==> src/rtl/int8_dual_acc.sv <==
// Dual-lane saturating dot-product accumulator for int8 product pairs.
// Each accepted beat adds the two 16-bit signed products into per-lane
// partial sums; after `len` beats the sums are presented with a valid/ready
// handshake and a sticky saturation flag covering both lanes.
module int8_dual_acc #(
  parameter int ACC_W = 32,
  parameter int LEN_W = 8
) (
  input  logic                    clk,
  input  logic                    rst_n,
  input  logic                    in_valid,
  output logic                    in_ready,
  input  logic signed [15:0]      ac,
  input  logic signed [15:0]      bc,
  input  logic [LEN_W-1:0]        len,
  output logic                    out_valid,
  input  logic                    out_ready,
  output logic signed [ACC_W-1:0] acc_a,
  output logic signed [ACC_W-1:0] acc_b,
  output logic                    ovf
);

  localparam logic signed [ACC_W-1:0] ACC_MAX = {1'b0, {(ACC_W-1){1'b1}}};
  localparam logic signed [ACC_W-1:0] ACC_MIN = {1'b1, {(ACC_W-1){1'b0}}};

  typedef enum logic [1:0] {
    S_IDLE,
    S_ACCUM,
    S_HOLD
  } state_t;

  state_t                  state_q, state_d;
  logic [LEN_W-1:0]        cnt_q, cnt_d;
  logic [LEN_W-1:0]        len_q, len_d;
  logic signed [ACC_W-1:0] pa_q, pa_d;
  logic signed [ACC_W-1:0] pb_q, pb_d;
  logic                    flag_q, flag_d;
  logic signed [ACC_W-1:0] acc_a_q, acc_a_d;
  logic signed [ACC_W-1:0] acc_b_q, acc_b_d;
  logic                    ovf_q, ovf_d;

  logic                    accept;
  logic                    consume;
  logic                    first;
  logic                    last;
  logic [LEN_W-1:0]        len_eff;
  logic signed [ACC_W-1:0] base_a, base_b;
  logic signed [ACC_W-1:0] sum_a, sum_b;
  logic                    sat_a, sat_b;
  logic                    flag_new;

  // One extra bit of headroom; the top two bits disagree exactly on overflow.
  function automatic logic signed [ACC_W:0] wide_add(
    input logic signed [ACC_W-1:0] a,
    input logic signed [15:0]      b
  );
    wide_add = {a[ACC_W-1], a} + {{(ACC_W-15){b[15]}}, b};
  endfunction

  function automatic logic signed [ACC_W-1:0] clamp(input logic signed [ACC_W:0] w);
    if (w[ACC_W] != w[ACC_W-1]) clamp = w[ACC_W] ? ACC_MIN : ACC_MAX;
    else                        clamp = w[ACC_W-1:0];
  endfunction

  function automatic logic clipped(input logic signed [ACC_W:0] w);
    clipped = (w[ACC_W] != w[ACC_W-1]);
  endfunction

  // Handshake decode; in_ready is held low throughout reset.
  always_comb begin
    in_ready = rst_n & ((state_q != S_HOLD) | out_ready);
    accept   = in_valid & in_ready;
    consume  = (state_q == S_HOLD) & out_ready;
    // A beat arriving outside ACCUM (IDLE, or HOLD while consuming) opens a new vector.
    first    = (state_q != S_ACCUM);
    len_eff  = (len == '0) ? LEN_W'(1) : len;
    last     = first ? (len_eff == LEN_W'(1)) : (cnt_q == (len_q - LEN_W'(1)));
    base_a   = first ? '0 : pa_q;
    base_b   = first ? '0 : pb_q;
    sum_a    = clamp(wide_add(base_a, ac));
    sum_b    = clamp(wide_add(base_b, bc));
    sat_a    = clipped(wide_add(base_a, ac));
    sat_b    = clipped(wide_add(base_b, bc));
    flag_new = (first ? 1'b0 : flag_q) | sat_a | sat_b;
  end

  // Next-state: accumulate, finish a vector, or retire a presented result.
  always_comb begin
    state_d = state_q;
    cnt_d   = cnt_q;
    len_d   = len_q;
    pa_d    = pa_q;
    pb_d    = pb_q;
    flag_d  = flag_q;
    acc_a_d = acc_a_q;
    acc_b_d = acc_b_q;
    ovf_d   = ovf_q;
    if (accept) begin
      if (first) len_d = len_eff;
      if (last) begin
        acc_a_d = sum_a;
        acc_b_d = sum_b;
        ovf_d   = flag_new;
        pa_d    = '0;
        pb_d    = '0;
        cnt_d   = '0;
        flag_d  = 1'b0;
        state_d = S_HOLD;
      end else begin
        pa_d    = sum_a;
        pb_d    = sum_b;
        flag_d  = flag_new;
        cnt_d   = first ? LEN_W'(1) : cnt_q + LEN_W'(1);
        state_d = S_ACCUM;
      end
    end else if (consume) begin
      state_d = S_IDLE;
    end
  end

  // State and datapath registers.
  always_ff @(posedge clk or negedge rst_n) begin
    if (!rst_n) begin
      state_q <= S_IDLE;
      cnt_q   <= '0;
      len_q   <= '0;
      pa_q    <= '0;
      pb_q    <= '0;
      flag_q  <= 1'b0;
      acc_a_q <= '0;
      acc_b_q <= '0;
      ovf_q   <= 1'b0;
    end else begin
      state_q <= state_d;
      cnt_q   <= cnt_d;
      len_q   <= len_d;
      pa_q    <= pa_d;
      pb_q    <= pb_d;
      flag_q  <= flag_d;
      acc_a_q <= acc_a_d;
      acc_b_q <= acc_b_d;
      ovf_q   <= ovf_d;
    end
  end

  // Registered outputs.
  always_comb begin
    out_valid = (state_q == S_HOLD);
    acc_a     = acc_a_q;
    acc_b     = acc_b_q;
    ovf       = ovf_q;
  end

endmodule

==> config.mk <==
export PLATFORM = sky130hd
export DESIGN_NAME = int8_dual_acc
export DESIGN_NICKNAME = d
export VERILOG_FILES = /design/src/rtl/int8_dual_acc.sv
export SDC_FILE = /design/constraint.sdc
export NUM_CORES = 1
export LEC_CHECK = 0
export BUFFER_PORTS_ARGS = -buffer_cell sky130_fd_sc_hd__buf_2
export CORE_MARGIN = 4
export CORE_UTILIZATION = 31
export DETAILED_ROUTE_END_ITERATION = 10
export PLACE_DENSITY = 0.51
export SYNTH_ARGS = -nofsm -noshare
export SYNTH_HDL_FRONTEND = slang
export SYNTH_SLANG_ARGS = --single-unit
==> constraint.sdc <==
create_clock -name clk -period 4.4 [get_ports clk]
set_input_delay 0.22 -clock clk [delete_from_list [all_inputs] [get_ports clk]]
set_output_delay 0.22 -clock clk [all_outputs]
set_load 0.02 [all_outputs]
# Yosys cells after proc, flatten, opt, wreduce, memory -nomap -nowiden
# Cells that the tools add are included.
# totals
regBits	148
output_inout_bits	67
word_cells	47
# classes
addsub	4
n_eq_ne	7
muxes	17
bitwise	6
n_reduce_logical	4
# op_table
op	n
two-way mux 32 bit	8
adder 32 x 16 -> 33 bit	2
two-way mux 8 bit	3
adder 8 x 1 -> 8 bit, second input constant	1
== test 8 x 1 -> 1 bit, second input constant	1
== test 8 bit	1
zero test 8 bit	1
subtractor 8 x 1 -> 8 bit, second input constant	1
two-way mux 2 bit	3
AND reduction 2 bit	2
AND 1 bit	3
two-way mux 1 bit	3
OR 1 bit	3
== test 2 bit, second input constant	1
inequality test 1 bit	2
inequality test 2 x 1 -> 1 bit, second input constant	1
inequality test 2 bit, second input constant	1
nonzero test 2 bit	1

# Depth between registers and ports, before layout
# Gate-level depths: netlist of the first run.
# logic_depth
ltp_word	7
depth_mapped	17
mapped_depth_nobuf	13

# Worst setup path before layout of the first run
# Ideal clock, no wire load.
# synth_path
path_kind	reg2reg
startpoint	register state_q[0]
endpoint	register pa_q[14]
setup_time_ns	0.077
arrival_time_ns	3.727
t_required_ns	4.323
setup_slack_ns	0.595
path_stages_with_launch	17
cell_sequence	dfrtp_1 > nor2b_1 > clkbuf_1 > clkbuf_1 > clkbuf_1 > and2_1 > ha_1 > clkbuf_1 > a21oi_1 > a21boi_0 > a31o_2 > a2111o_1 > o41a_1 > mux2i_1 > buf_2 > a21oi_1 > a21oi_1
# synth_via
elab_chain_len	6
# synth_rtl
element	line	rtl
start: declaration	32	state_t state_q, state_d;
start signal: assignment	134	state_q <= state_d;
inequality test 2 x 1 -> 1 bit	75	first = (state_q != S_ACCUM);
two-way mux 32 bit	78	base_a = first ? '0 : pa_q;
adder 32 x 16 -> 33 bit	57	wide_add = {a[ACC_W-1], a} + {{(ACC_W-15){b[15]}}, b};
two-way mux 32 bit / inequality test 1 bit (equally long branches)	61	if (w[ACC_W] != w[ACC_W-1]) clamp = w[ACC_W] ? ACC_MIN : ACC_MAX;
two-way mux 32 bit	61	
two-way mux 32 bit	100	if (last) begin
end signal: assignment	137	pa_q <= pa_d;
end: declaration	35	logic signed [ACC_W-1:0] pa_q, pa_d;
# Parallel ways exist; a longest one is shown, timed or not.
# A chain may end at the register's enable or synchronous reset.

# Final worst setup path of the first run
# layout_path
startpoint	register state_q[0]
endpoint	register pb_q[30]
# layout_via
elab_chain_len	6
# layout_rtl
element	line	rtl
inequality test 2 x 1 -> 1 bit	75	
two-way mux 32 bit	79	base_b = first ? '0 : pb_q;
adder 32 x 16 -> 33 bit	57	
two-way mux 32 bit / inequality test 1 bit (equally long branches)	61	
two-way mux 32 bit	61	
two-way mux 32 bit	100	
end signal: assignment	138	pb_q <= pb_d;
end: declaration	36	logic signed [ACC_W-1:0] pb_q, pb_d;
# Parallel ways exist; a longest one is shown, timed or not.

==> results of run 1 <==
-- power breakdown --
part           switching [mW]  total [mW]  leakage [nW]  internal, mW
Sequential              0.349        2.32          1.83          1.97
Combinational            2.95        4.83          3.47          1.88
Clock                   0.626        1.47         0.275         0.848
-- through the flow --
stage          setup slack, ps  hold WS, ps  area, um^2  util [%]  std cells
3_3_place_gp             193.4        202.8       11710     34.85       1796
5_1_grt                  3.070        35.41       12340     36.70       1830
2_1_floorplan            595.1       -75.59       10590         -       1277
4_1_cts                  120.1        22.23       12300     36.59       1828
6_report                 207.6        35.66       12340     36.70       1830
3_5_place_dp             142.3        209.6       11710     34.85       1796
-- Yosys cell counts (4+ instances only) --
library cell and count:
o21ai_0 99, nand4_1 20, a21oi_1 178, a21boi_0 10, a21o_1 28, clkbuf_1 55, or3_1 10, nand3b_1 4
nor2b_1 7, o22a_1 6, a221o_1 6, a21oi_2 10, nand3_1 24, nand2_1 117, a31oi_1 18, o21a_1 4
o31ai_1 7, a211oi_1 22, xnor2_1 43, nor3_1 20, inv_1 29, xor2_1 15, ha_1 66, and3_1 10
mux2i_1 8, dfrtp_1 148, nand2b_1 15, nor4_1 5, buf_2 19, a31o_2 4, and2_1 76, or2_2 7
o211ai_1 28, a221oi_1 4, mux2_2 7, nor2_1 99, o21bai_1 6
-- state kept, by name (all words and copies together) (netlist names) --
signal,flops
len_q,8
ovf,1
state_q,2
pa_q,32
pb_q,32
acc_a,32
acc_b,32
flag_q,1
cnt_q,8
-- path summary, 6_finish.rpt --
kind | to | depth (start not counted)
setup / recovery | pb_q[30] | 13
setup reg to reg | pb_q[30] | 13
min in group asynchronous | pb_q[20] | 2
hold / removal | len_q[4] | 2
hold reg to reg | acc_a[31] | 2
max in group asynchronous | pa_q[10] | 4
-- per-layer routing --
layer | part of all wire (%) | wire, um
met1 | 45 | 14770
met2 | 50 | 16350
met3 | 3.7 | 1221
met4 | 1.6 | 536
met5 | 0 | 0
-- repair_timing --
action | in CTS | in global routing
setup endpoints to repair | 0 | 84
gates resized for setup | 0 | 3
endpoints found under the hold margin | 48 | 0
hold buffers | 1 | 0
setup buffers | 0 | 2
-- cell type report --
class / instances / area (um^2) / area share (%)
clock inverters: 12 / 132.6 / 1.075
repair buffers: 153 / 944.7 / 7.656
flip-flops and latches: 148 / 3704 / 30.02
multi-input cells: 1021 / 6445 / 52.24
clock buffers: 19 / 442.9 / 3.590
inverters: 29 / 108.9 / 0.8823
well taps: 448 / 560.5 / 4.543
-- cells by family after synthesis --
family,share of synthesized area [%]
XOR/XNOR,4.799
flip-flops,34.99
AND/OR/NAND/NOR,19.70
buffers and inverters,4.409
adder cells (fa/ha/maj),8.180
AO/OA/AOI/OAI,26.42
multiplexers,1.501
==> metrics.md, run 1 <==
| Metric | Value |
|---|---|
| Most frequent cells in the layout | a21oi_1, dfrtp_1, nand2_1, buf_2, o21ai_0 |
| Critical path's slowest cell | nor2b_1 |
| Area delta synth->final | 16.56% |
| Mean Syn Cell Area | 8.289 um^2 |
| Crit-path cells | nor2b_4 > buf_12 > buf_12 > and2_1 > ha_1 > nand4_1 > nor4_1 > nand2_1 > o221a_2 > o211ai_1 > nor2b_1 > o21ai_0 > o211ai_1 |
| CP Capture Type | flop |
| Max-slew headroom | 48.50% |
| Die ar. | 37170 um^2 |
| Unrepaired setup endpoints after global routing | no |
| Clk buf depth | 2 |
| Ys Warns | 0 |
| Layout cell share with drive strength beyond 1 | 16.14% |
| R2r startpoint | state_q[0] |
| Fin Setup TNS | 0 ps |
| Root buf cell | clkbuf_16 |
| Core box area | 33620 um^2 |
| Chip height | 192.8 um |
| Skew-Pair Late Insertion Delay | 440 ps |
| First-pass iteration count of the detailed router | 7 |
| Sequential area share after synthesis | 34.99% |
| Global-route usage over all layers | 17.88% |
| Worst Path Arrival | 4530 ps |
| Largest net degree at the start of global routing | 59 |
| Vias | 9695 |
| Met3 GRT Util | 2.587% |
| Final worst path period share | 95.28% |
| CTS sink count | 148 |
| Status | completed |
| Clock skew | 14.14 ps |
| Final min period | 4192 ps |
| Synth Net Count | 1389 |
| Leading area contributor after synthesis | dfrtp_1 |
| GR met2 Demand/Resource | 31.25% |
| Critical path's top delay family | simple AND/OR/NAND/NOR gates |
| Netlist Area Pre-Place | 10590 um^2 |
| Critical path buffers and inverters | 2 |
| PwrDens | 699.0 nW/um^2 |
| Std cell rows | 67 |
| R2r setup slk | 210 ps |
| Final wirelength | 32870 um |
| CTS Buf Count | 17 |
| FF+latch count, synth | 148 |
| Starting Density | 31.49% |
| Placer congestion estimate | 0.9114 |
| Total gr overflow | 0 |
| WP data required | 4740 ps |
| Netlist cell types | 63 |
| Commonest non-fill, non-tap cell in the layout | a21oi_1 |
| F_max | 238.5 MHz |
| First-pass GRT wire length | 53160 um |
| Top FF cell, synth | dfrtp_1 |
| Largest cells by area after synthesis | dfrtp_1, a21oi_1, ha_1 |
| CTS tree | yes |
| FFs w/ async S/R, synth | 100.0% |
| Routed vias/inst | 5.298 |
| Maximum fanout along the worst path | 40 |
| ANT cells | 0 |
| MaxCap Viol Count | 0 |
| Clock transition at path regs | 60 ps |
| Gr busiest metal | met2 |
| HP Class | in -> reg |
| Cell count after synthesis | 1277 |
| Fill cell count | 3539 |
| Startpoint Class | flop |
| Crit path from | state_q[0] |
| Number of global-route vias before repair | 9797 |
| Setup violators final | 0 |
| Yosys top cell area share | 34.99% |
| Pwr Total | 8.625 mW |
| Final Max Slew Viols | 0 |
| H-tree Lvls | 4 |
| Worst min-delay path startpoint | len[4] |
| Port buffer count | 110 |
| DP HPWL | 24300 um |
| DRC Markers | 0 |
| Hold Vio Cnt, Final | 0 |
| Final ANT Viol Nets | 0 |
| WL/cell | 17.96 um |
| NumNets Final | 1482 |
| I/O pins | 111 |
| Crit Path Class | reg -> reg |
| P_leak | 5.579 nW |
| Met1 Use GR | 23.24% |
| Initial antenna violation count | 0 |
| VDD IR max | 0.0002985 V |
| Tightest Pin Transition | 772.5 ps |
| Starting DRT DRC Count | 681 |
| Count of flip-flops with a built-in enable after synthesis | 0 |
| Slowest stage delay, CP | 660 ps |
| Die X-Extent | 192.8 um |
No activity file was read; power rests on OpenSTA's default activity.
==> inputs of run 2 (changes only) <==
--- a/config.mk
+++ b/config.mk
@@ -9,7 +9,7 @@
 export CORE_MARGIN = 4
 export CORE_UTILIZATION = 31
 export DETAILED_ROUTE_END_ITERATION = 10
-export PLACE_DENSITY = 0.51
+export PLACE_DENSITY = 0.56
 export SYNTH_ARGS = -nofsm -noshare
 export SYNTH_HDL_FRONTEND = slang
 export SYNTH_SLANG_ARGS = --single-unit
==> run 2 against run 1 <==
Effect of this change:
- die area unchanged
- critical path type unchanged
- highest routed layer unchanged
- via count increased by 0.14%
- clock power increased by 7%
- critical endpoint is now pb_q[28]
- utilization decreased by 0.13 points
- cell count decreased by 0.66%
- clock skew decreased by 1.6 ps
- critical path depth unchanged
==> metrics.md, run 2 (synthesis results as in run 1) <==
| Metric | Value |
|---|---|
| Skew-Pair Late Insertion Delay | 430 ps |
| Max-slew headroom | 16.62% |
| I/O pins | 111 |
| Crit-path cells | nor2b_4 > buf_12 > buf_12 > and2_1 > ha_1 > nand2_1 > o21ai_0 > a211oi_1 > o31ai_1 > o211ai_1 > o22a_2 > a21boi_0 > a221o_1 |
| WP data required | 4720 ps |
| DP HPWL | 23590 um |
| Initial antenna violation count | 0 |
| Die ar. | 37170 um^2 |
| Crit Path Class | reg -> reg |
| Maximum fanout along the worst path | 53 |
| H-tree Lvls | 4 |
| ANT cells | 0 |
| Starting Density | 31.49% |
| PwrDens | 707.7 nW/um^2 |
| Pwr Total | 8.700 mW |
| Fill cell count | 3523 |
| Die X-Extent | 192.8 um |
| MaxCap Viol Count | 0 |
| Final ANT Viol Nets | 0 |
| Unrepaired setup endpoints after global routing | no |
| Slowest stage delay, CP | 560 ps |
| Final min period | 4139 ps |
| Global-route usage over all layers | 17.19% |
| Total gr overflow | 0 |
| Core box area | 33620 um^2 |
| First-pass GRT wire length | 51470 um |
| Largest net degree at the start of global routing | 63 |
| Placement-stage cell area | 11610 um^2 |
| Starting DRT DRC Count | 544 |
| Place WS | -15.68 ps |
| Startpoint Class | flop |
| Port buffer count | 110 |
| Clk buf depth | 2 |
| Commonest non-fill, non-tap cell in the layout | a21oi_1 |
| Worst Path Arrival | 4460 ps |
| Critical path's slowest cell | o31ai_1 |
| Tightest Pin Transition | 1246 ps |
| Clock transition at path regs | 70 ps |
| Most frequent cells in the layout | a21oi_1, dfrtp_1, nand2_1, buf_2 |
| Hold Vio Cnt, Final | 0 |
| Final worst slack | 261.0 ps |
| Root buf cell | clkbuf_16 |
| Std cell rows | 67 |
| WL/cell | 17.44 um |
| CTS tree | yes |
| Fin Setup TNS | 0 ps |
| CTS Buf Count | 17 |
| NumNets Final | 1470 |
| CP most frequent cell | buf_12 |
| Final wirelength | 31700 um |
| Area delta synth->final | 16.13% |
| Final Util | 36.57% |
| Clock skew | 12.54 ps |
| Placer congestion estimate | 0.9090 |
| Final Max Slew Viols | 0 |
| Routed vias/inst | 5.340 |
| CTS sink count | 148 |
| Number of global-route vias before repair | 9581 |
| HP Class | in -> reg |
| Layout cell share with drive strength beyond 1 | 15.33% |
| P_leak | 5.536 nW |
| Status | completed |
| Chip height | 192.8 um |
| Final worst path period share | 94.07% |
| R2r setup slk | 260 ps |
| Setup violators final | 0 |
| Finished layout cell area | 12290 um^2 |
| F_max | 241.6 MHz |
| VDD IR max | 0.0003243 V |
| Vias | 9709 |
| CP Capture Type | flop |
| DRC Markers | 0 |
| First-pass iteration count of the detailed router | 5 |
==> run 2: cell count changes in the layout (fill, tap and decap cells not counted), moves of 2 or more <==
cell	change
buf_4	-11
clkinv_2	-2
clkinv_4	-3
clkbuf_1	+3
bufinv_16	+2
==> run 2: final cells by class <==
class / count / area [um^2] / share of cell area [%]
Clock buffer: 23 / 467.9 / 3.807
Clock inverter: 8 / 148.9 / 1.211
Inverter: 29 / 108.9 / 0.8855
Multi-Input combinational cell: 1021 / 6461 / 52.56
Sequential cell: 148 / 3704 / 30.13
Tap cell: 448 / 560.5 / 4.560
Timing Repair Buffer: 141 / 842.1 / 6.850
==> run 2: final timing paths <==
kind / startpoint / endpoint / cells past startpoint
worst max-delay path: state_q[0] / pb_q[28] / 13
min in group asynchronous: rst_n / pa_q[16] / 2
worst min register to register: pb_q[13] / pb_q[13] / 2
worst max register to register: state_q[0] / pb_q[28] / 13
max in group asynchronous: rst_n / pb_q[12] / 3
worst min-delay path: len[4] / len_q[4] / 2
==> run 2: metal layers <==
| layer | vias up | part of all wire, % | GRT usage (%) |
|---|---|---|---|
| met4 | 0 | 1.8 | 4.635 |
| li1 | 4771 | - | - |
| met3 | 33 | 3.5 | 2.442 |
| met1 | 4711 | 46 | 22.99 |
| met2 | 194 | 48 | 29.12 |
| met5 | - | 0 | 0 |
==> run 2: power by group <==
group	total [mW]	switching, mW	internal (mW)	leakage [nW]
Sequential	2.30	0.333	1.97	1.83
Clock	1.57	0.591	0.978	0.294
Combinational	4.83	2.97	1.86	3.41
==> run 2: through the flow <==
step,std cells,hold WS [ps]
6_report,1818,36.75
5_1_grt,1818,29.52
3_5_place_dp,1784,166.0
4_1_cts,1816,16.03
3_3_place_gp,1784,161.2
2_1_floorplan,1277,-75.59
==> run 2: repair_timing <==
| item | CTS | global route |
|---|---|---|
| hold buffers | 1 | 0 |
| endpoints found under the hold margin | 39 | 0 |
| setup endpoints to repair | 2 | 52 |
| gates cloned | 0 | 0 |
| setup buffers | 0 | 2 |
| resized for setup | 1 | 5 |
==> run 2: critical path, delay by kind of cell (launching register included) <==
family	cells	cell delay, ps
and+or+nand+nor	3	560
DFF	1	410
buffers and inverters	2	310
AOI/OAI and AO/OA	7	2290
adders and majority gates	1	440
